<file path="config.mk">
export PLATFORM = sky130hd
export DESIGN_NAME = fibonacci_index
export DESIGN_NICKNAME = d
export VERILOG_FILES = /design/src/rtl/fibonacci_index.sv
export SDC_FILE = /design/constraint.sdc
export NUM_CORES = 1
export LEC_CHECK = 0
export CORE_ASPECT_RATIO = 1.5
export CORE_UTILIZATION = 30
export CTS_BUF_LIST = sky130_fd_sc_hd__clkbuf_16
export CTS_CLUSTER_SIZE = 8
export DETAILED_ROUTE_END_ITERATION = 6
export GPL_TIMING_DRIVEN = 1
export PLACE_DENSITY = 0.6
export SYNTH_ARGS = -nofsm -noshare
export SYNTH_HDL_FRONTEND = slang
export SYNTH_SLANG_ARGS = --single-unit
</file>
<file path="constraint.sdc">
create_clock -name clk -period 2.41 [get_ports clk]
set_input_delay 0.482 -clock clk [delete_from_list [all_inputs] [get_ports clk]]
set_output_delay 0.482 -clock clk [all_outputs]
set_load 0.02 [all_outputs]
</file>
<file path="src/rtl/fibonacci_index.sv">
// rtl/fibonacci_index.sv - Fibonacci index finder: returns the index of f_in, or its floor index on a miss
// Optional build macro FIBONACCI_INDEX_NEAREST_EN: a miss reports the index of the nearest Fibonacci number
// (ties resolve to the lower index) instead of the floor index.
module fibonacci_index #(
   parameter int W  = 20,
   parameter int IW = 5
) (
   input  logic          clk,
   input  logic          rst,
   input  logic          start,
   input  logic [W-1:0]  f_in,
   output logic          ready,
   output logic          done_tick,
   output logic [IW-1:0] idx,
   output logic          is_fib
);

   typedef enum logic [1:0] {
      S_IDLE = 2'd0,
      S_OP   = 2'd1,
      S_DONE = 2'd2
   } state_t;

   state_t        state_q,  state_d;
   logic [W-1:0]  target_q, target_d;
   logic [W:0]    t0_q,     t0_d;
   logic [W:0]    t1_q,     t1_d;
   logic [IW-1:0] n_q,      n_d;
   logic [IW-1:0] idx_q,    idx_d;
   logic          is_fib_q, is_fib_d;

   // Target widened to the running-term width so comparisons never truncate t1
   logic [W:0]    target_ext;
   logic [IW-1:0] miss_idx;

   assign target_ext = {1'b0, target_q};

`ifdef FIBONACCI_INDEX_NEAREST_EN
   // On a miss t0 < target < t1, so both distances are positive; a tie picks the lower index
   logic [W:0] d_lo;
   logic [W:0] d_hi;
   assign d_lo     = target_ext - t0_q;
   assign d_hi     = t1_q - target_ext;
   assign miss_idx = (d_hi < d_lo) ? n_q : (n_q - 1'b1);
`else
   // Floor index: t1 overshot, so the previous term is the largest one below target
   assign miss_idx = n_q - 1'b1;
`endif

   // Next-state and datapath: one Fibonacci step or one termination decision per OP cycle
   always_comb begin
      state_d  = state_q;
      target_d = target_q;
      t0_d     = t0_q;
      t1_d     = t1_q;
      n_d      = n_q;
      idx_d    = idx_q;
      is_fib_d = is_fib_q;
      case (state_q)
         S_IDLE: begin
            if (start) begin
               target_d = f_in;
               t0_d     = '0;
               t1_d     = {{W{1'b0}}, 1'b1};
               n_d      = {{(IW-1){1'b0}}, 1'b1};
               state_d  = S_OP;
            end
         end
         S_OP: begin
            if (target_q == '0) begin
               idx_d    = '0;
               is_fib_d = 1'b1;
               state_d  = S_DONE;
            end else if (t1_q == target_ext) begin
               idx_d    = n_q;
               is_fib_d = 1'b1;
               state_d  = S_DONE;
            end else if (t1_q > target_ext) begin
               idx_d    = miss_idx;
               is_fib_d = 1'b0;
               state_d  = S_DONE;
            end else begin
               t0_d = t1_q;
               t1_d = t0_q + t1_q;
               n_d  = n_q + 1'b1;
            end
         end
         S_DONE: begin
            state_d = S_IDLE;
         end
         default: begin
            state_d = S_IDLE;
         end
      endcase
   end

   // State and result registers; reset aborts any request in flight
   always_ff @(posedge clk or negedge rst) begin
      if (!rst) begin
         state_q  <= S_IDLE;
         target_q <= '0;
         t0_q     <= '0;
         t1_q     <= '0;
         n_q      <= '0;
         idx_q    <= '0;
         is_fib_q <= 1'b0;
      end else begin
         state_q  <= state_d;
         target_q <= target_d;
         t0_q     <= t0_d;
         t1_q     <= t1_d;
         n_q      <= n_d;
         idx_q    <= idx_d;
         is_fib_q <= is_fib_d;
      end
   end

   assign ready     = (state_q == S_IDLE);
   assign done_tick = (state_q == S_DONE);
   assign idx       = idx_q;
   assign is_fib    = is_fib_q;

endmodule
</file>
==> results of run 1 <==
==> sequential cells by signal, indices dropped and copies added (netlist names) <==
name      cells
idx           5
t0_q         21
is_fib        1
target_q     20
t1_q         21
state_q       2
n_q           5
==> per-layer routing <==
metal / global-route usage [%] / vias up / wire, microns
li1: - / 1991 / -
met1: 16.5 / 1937 / 4980
met2: 27.1 / 56 / 6610
met3: 2.51 / 25 / 256
met4: 6.87 / 0 / 344
met5: 0 / - / 0
==> final cells by class <==
type | instances | area, sq um
Sequential cell | 75 | 1880
Tap cell | 196 | 245
Clock buffer | 9 | 225
Multi-Input combinational cell | 385 | 2770
Clock inverter | 6 | 35.0
Timing Repair Buffer | 107 | 1070
Inverter | 30 | 113
Fill cell | 1383 | 8330
==> metrics by stage <==
stage          cells  utilization [%]  hold slack, ns  area, sq um  setup WS, ns
2_1_floorplan    513                -           0.186         4550        0.0453
3_3_place_gp     770             37.3           0.440         5480        -0.232
3_5_place_dp     770             37.3           0.443         5480        -0.222
4_1_cts          787             39.6          0.0839         5810      -0.00461
5_1_grt          808             43.2           0.101         6330        -0.140
6_report         808             43.2          0.0676         6330       -0.0379
==> final timing paths <==
kind	end	slack, ns
min in group clk	idx[0]$_DFFE_PN0P_	0.48
max	t1_q[20]$_DFFE_PN0P_	-0.04
min	t1_q[7]$_DFFE_PN0P_	0.07
max in group asynchronous	t1_q[16]$_DFFE_PN0P_	1.76
max reg2reg	t1_q[20]$_DFFE_PN0P_	-0.04
min reg2reg	idx[0]$_DFFE_PN0P_	0.48
==> cells by family (layout without fill, tap and decap cells) <==
family,after synthesis,count (layout)
compound gates,140,140
xor+xnor,21,21
fa+ha+maj,43,43
buf+inv,53,152
flops,75,75
mux,8,8
simple gates,173,173
==> power by group <==
group | switching [uW] | leakage, uW | total (uW) | internal, uW
clock network | 523 | 0.000132 | 1210 | 683
registers | 367 | 0.000975 | 2120 | 1750
logic | 2480 | 0.00187 | 4890 | 2410
==> cells in the mapped netlist, types with 5 or more instances <==
cell type | number | share of area (%)
o21ai_0 | 58 | 6.4
xnor2_1 | 15 | 2.9
xor2_1 | 6 | 1.2
nand3_1 | 9 | 0.99
a31oi_1 | 5 | 0.69
a21o_1 | 12 | 2.0
o31ai_1 | 8 | 1.3
inv_1 | 30 | 2.5
nor4_1 | 5 | 0.69
dfrtp_1 | 75 | 41
ha_1 | 42 | 12
nand4_1 | 7 | 0.96
buf_2 | 5 | 0.55
a21oi_1 | 22 | 2.4
nor2_1 | 17 | 1.4
nand2_1 | 110 | 9.1
clkbuf_1 | 15 | 1.2
nand2b_1 | 6 | 0.82
a22o_1 | 5 | 0.96
mux2i_1 | 8 | 1.8
==> what timing repair did <==
action,in CTS,in global routing
buffers inserted,2,15
gates resized for setup,11,65
endpoints found under the setup margin,11,54
pin swaps,3,21
cloned,0,6
==> run summary, run 1 <==
status - finished with violations
violated checks - setup timing
Mapped Nets - 579
critical path startpoint category - flop
Mapped Cells - 513
max-cap viol count - 0
grt total ovfl - 0
Bufs and invs on worst path - 2
P per Cell Area - 1300 nW/um^2
CTS Buf Count - 9
Netlist cell types - 54
Period minus WS final - 2.45 ns
CTS tree - yes
post-synthesis mux area share - 1.76%
Seq cells post-synth - 75
syn avg cell area - 8.87 sq um
Hold-fix buffers, CTS - 0
Worst EP required - 2.63 ns
number of global-route vias before repair - 3943
Warnings, synthesis - 0
DR iter-0 viols - 158
clk buf depth - 2
final worst slack - -0.0379 ns
commonest cells after routing, fill and taps aside - 106 x nand2_1, 74 x dfrtp_1, 61 x buf_4, 40 x o21ai_0, 34 x ha_1
placed wire-length estimate - 8180 microns
post-DR vias/cell - 4.96
sequential area share after synthesis - 41.2%
FF-to-FF path depth - 11
Die Width - 103 microns
worst hold path type - primary input to asynchronous set/reset pin
# clock sinks - 75
Setup violations, final - 2
final WL - 12200 microns
max incr delay on CP - 0.40 ns
ANT cells - 0
H-tree depth - 3
Initial Util - 31.0%
Post-Syn Area - 4550 sq um
Routability Congestion - 0.766
Die Y - 153 microns
Crit-path slowest cell - fa_2
Wirelength per Cell - 15.1 microns
adder-cell area share of the yosys netlist - 12.0%
Top FF cell, synth - dfrtp_1
core region area - 14700 sq um
most common cell after layout, fill and taps aside - nand2_1
largest net degree at the start of global routing - 47
boundary pin count - 31
DR pass1 iterations - 4
XOR/XNOR Fraction of Synth Area - 4.04%
worst setup path startpoint - t1_q[0]$_DFFE_PN0P_
share of layout cells above drive strength 1 - 22.1%
Area Overhead vs Synth - 39.2%
nets - 674
Clock Pin Slew Worst Setup and Hold Paths - 0.06 ns
clk_skew - 0.00637 ns
site row count - 54
main combinational cell family by area after synthesis - compound AO/OA/AOI/OAI gates
final hold violations - 0
Worst slew margin - 70.5%
crit path kind - flop to flop
number of synthesized flops with an enable pin - 0
global-route wire length before repair - 18300 microns
f_max - 409 MHz
Root Driver - clkbuf_16
Final period util - 102%
crit-path max FO - 2
post-synthesis compound-gate area fraction - 19.5%
gr usage total - 14.9%
Leak - 0.00297 uW
RSZ-0062 raised after global routing - true
IO Port Bufs - 30
Worst-Margin Slew - 0.438 ns
crit-path cells - ha_2 > inv_2 > fa_2 > nor2b_4 > o31ai_4 > a41oi_2 > buf_4 > a2111oi_4 > a211oi_2 > o221ai_2 > a22o_1
Post-DRT Antenna Nets - 0
initial antenna violation count - 0
simple-gate share of the synthesized area - 16.8%
Skew-Pair Late Insertion Delay - 0.34 ns
die area - 15700 sq um
crit end category - flop
Slew Limit Fails - 0
DR DRC count - 0
setup TNS - -0.0464 ns
Worst R2R Start - t1_q[0]$_DFFE_PN0P_
share of flip-flops with an asynchronous set or reset - 100%
Vias - 4009
CP top delay family - compound AO/OA/AOI/OAI gates
Overall Power - 8210 uW
VDD IR-drop max - 562 uV
stages on the worst setup path - 11
Worst EP arrival - 2.67 ns
Note: power is estimated with default switching activity, not from simulation.
==> inputs of run 2 (changes only) <==
Settings changed: PLACE_DENSITY 0.6 to default.
==> results of run 2 <==
No change in the layout: final DEF, timing and power equal those of run 1.
==> inputs of run 3 (changes only) <==
==> constraint.sdc (replaced) <==
create_clock -name clk -period 2.41 [get_ports clk]
set_input_delay 0.482 -clock clk [delete_from_list [all_inputs] [get_ports clk]]
set_output_delay 0.482 -clock clk [all_outputs]
set_load 0.1 [all_outputs]
==> run 3 against run 2 <==
The run still ends with setup timing left. Sequential share of layout area rose by 1.1 points. Utilization fell by 1.6 points. Critical endpoint is now t1_q[1]$_DFFE_PN0P_. Register-to-register slack improved by 0.03 ns. Fmax rose by 1.1%. Highest routed layer unchanged. Largest power group unchanged. Final cell count fell by 1.4%. Clock-buffer cell count did not move. Die area did not move. Clock skew barely moved. Total power fell by 0.52%. Critical path type unchanged. Sequential power barely moved. Via count fell by 3.0%. Non-clock buffer count fell by 12.
==> run summary, run 3 (synthesis results as in run 1) <==
status - finished with violations
violated checks - setup timing
Area Overhead vs Synth - 34.1%
Period minus WS final - 2.42 ns
VDD IR-drop max - 575 uV
global-route wire length before repair - 17800 microns
setup TNS - -0.0118 ns
CTS Buf Count - 9
Post-DRT Antenna Nets - 0
worst hold path type - primary input to asynchronous set/reset pin
f_max - 413 MHz
Final period util - 100%
Skew-Pair Late Insertion Delay - 0.34 ns
Slew Limit Fails - 0
core region area - 14700 sq um
max-cap viol count - 0
share of layout cells above drive strength 1 - 21.0%
Clock Pin Slew Worst Setup and Hold Paths - 0.06 ns
RSZ-0062 raised after global routing - true
Leak - 0.00286 uW
Root Driver - clkbuf_16
DR DRC count - 0
crit end category - flop
Wirelength per Cell - 14.1 microns
placed cell count - 765
H-tree depth - 3
initial antenna violation count - 0
CTS tree - yes
boundary pin count - 31
final hold violations - 0
clk_skew - 0.00667 ns
DR iter-0 viols - 197
Die Width - 103 microns
most common cell after layout, fill and taps aside - nand2_1
final WL - 11200 microns
critical path startpoint category - flop
final worst slack - -0.0118 ns
post-DR vias/cell - 4.88
clk buf depth - 2
Routability Congestion - 0.836
Vias - 3890
DR pass1 iterations - 4
crit-path max FO - 10
Setup Slack @ Placement - -0.338 ns
Setup violations, final - 1
IO Port Bufs - 30
Initial Util - 31.0%
crit path kind - flop to flop
placed wire-length estimate - 7960 microns
Die Y - 153 microns
nets - 662
final cell count without fillers - 797
grt total ovfl - 0
largest net degree at the start of global routing - 46
Worst EP required - 2.67 ns
P per Cell Area - 1340 nW/um^2
Worst slew margin - 71.0%
Worst-Margin Slew - 0.424 ns
commonest cells after routing, fill and taps aside - 107 x nand2_1, 75 x dfrtp_1, 62 x buf_4, 43 x o21ai_0, 35 x ha_1
# clock sinks - 75
number of global-route vias before repair - 3883
Worst EP arrival - 2.68 ns
ANT cells - 0
Top Registers - t0_q: 21 flops, t1_q: 21 flops, target_q: 20 flops
site row count - 54
gr usage total - 14.5%
die area - 15700 sq um
-- run 3: cell count changes in the layout (fill, tap and decap cells not counted), sizes merged --
cell | before | now
bufinv | 0 | 2
inv | 31 | 32
clkdlybuf4s50 | 29 | 21
clkinvlp | 1 | 2
clkbuf | 14 | 11
buf | 73 | 72
clkinv | 4 | 1
-- run 3: final cells by class --
type,instances,area [sq um]
Tap cell,196,245
Clock buffer,9,225
Inverter,30,113
Fill cell,1408,8560
Timing Repair Buffer,95,886
Multi-Input combinational cell,385,2670
Sequential cell,75,1880
Clock inverter,7,92.6
-- run 3: timing repair --
action / in CTS / in global routing
gates resized for setup: 10 / 48
hold buffers: 0 / 0
endpoints found under the setup margin: 9 / 41
gates cloned: 0 / 2
setup buffers: 1 / 13
pin swaps: 8 / 17
-- run 3: worst paths after layout --
| kind | from | to | slack (ns) | depth (start not counted) |
|---|---|---|---|---|
| worst max-delay path | target_q[18]$_DFFE_PN0P_ | t1_q[1]$_DFFE_PN0P_ | -0.01 | 10 |
| worst min-delay path | rst | t0_q[7]$_DFFE_PN0P_ | 0.07 | 1 |
| worst max register to register | target_q[18]$_DFFE_PN0P_ | t1_q[1]$_DFFE_PN0P_ | -0.01 | 10 |
| worst min register to register | idx[1]$_DFFE_PN0P_ | idx[1]$_DFFE_PN0P_ | 0.49 | 1 |
| max in group asynchronous | rst | t0_q[11]$_DFFE_PN0P_ | 1.75 | 2 |
| min in group clk | idx[1]$_DFFE_PN0P_ | idx[1]$_DFFE_PN0P_ | 0.49 | 1 |
-- run 3: metrics by stage --
stage	utilization, %	power, uW	instance area [sq um]	hold WS, ns
floorplan	-	4750	4550	0.186
global placement	36.9	5900	5410	0.444
detailed placement	36.9	6050	5410	0.446
CTS	39.3	7550	5770	0.0798
global route	41.6	8830	6100	0.104
finish	41.6	8170	6100	0.0694
-- run 3: report_power, final --
group	switching (uW)	total [uW]	leakage [uW]	internal [uW]
Sequential	379	2130	0.000976	1750
Combinational	2510	4600	0.00173	2090
Clock	538	1440	0.000153	904
Total	3430	8170	0.00286	4740
-- run 3: critical path: stages (launching register included) --
cell and delay (ns):
dfrtp_1 0.39, inv_2 0.08, ha_4 0.20, a21o_1 0.15, a211o_1 0.27, or3_4 0.38, nor3_4 0.26, buf_12 0.15
buf_12 0.13, buf_6 0.14, mux2i_1 0.18
-- run 3: layer usage --
layer  wire [microns]  vias to the layer above  GRT usage [%]
li1                 -                     1965              -
met1             4910                     1859           16.4
met2             5730                       47           26.2
met3              257                       19           2.65
met4              303                        0           5.37
met5                0                        -              0
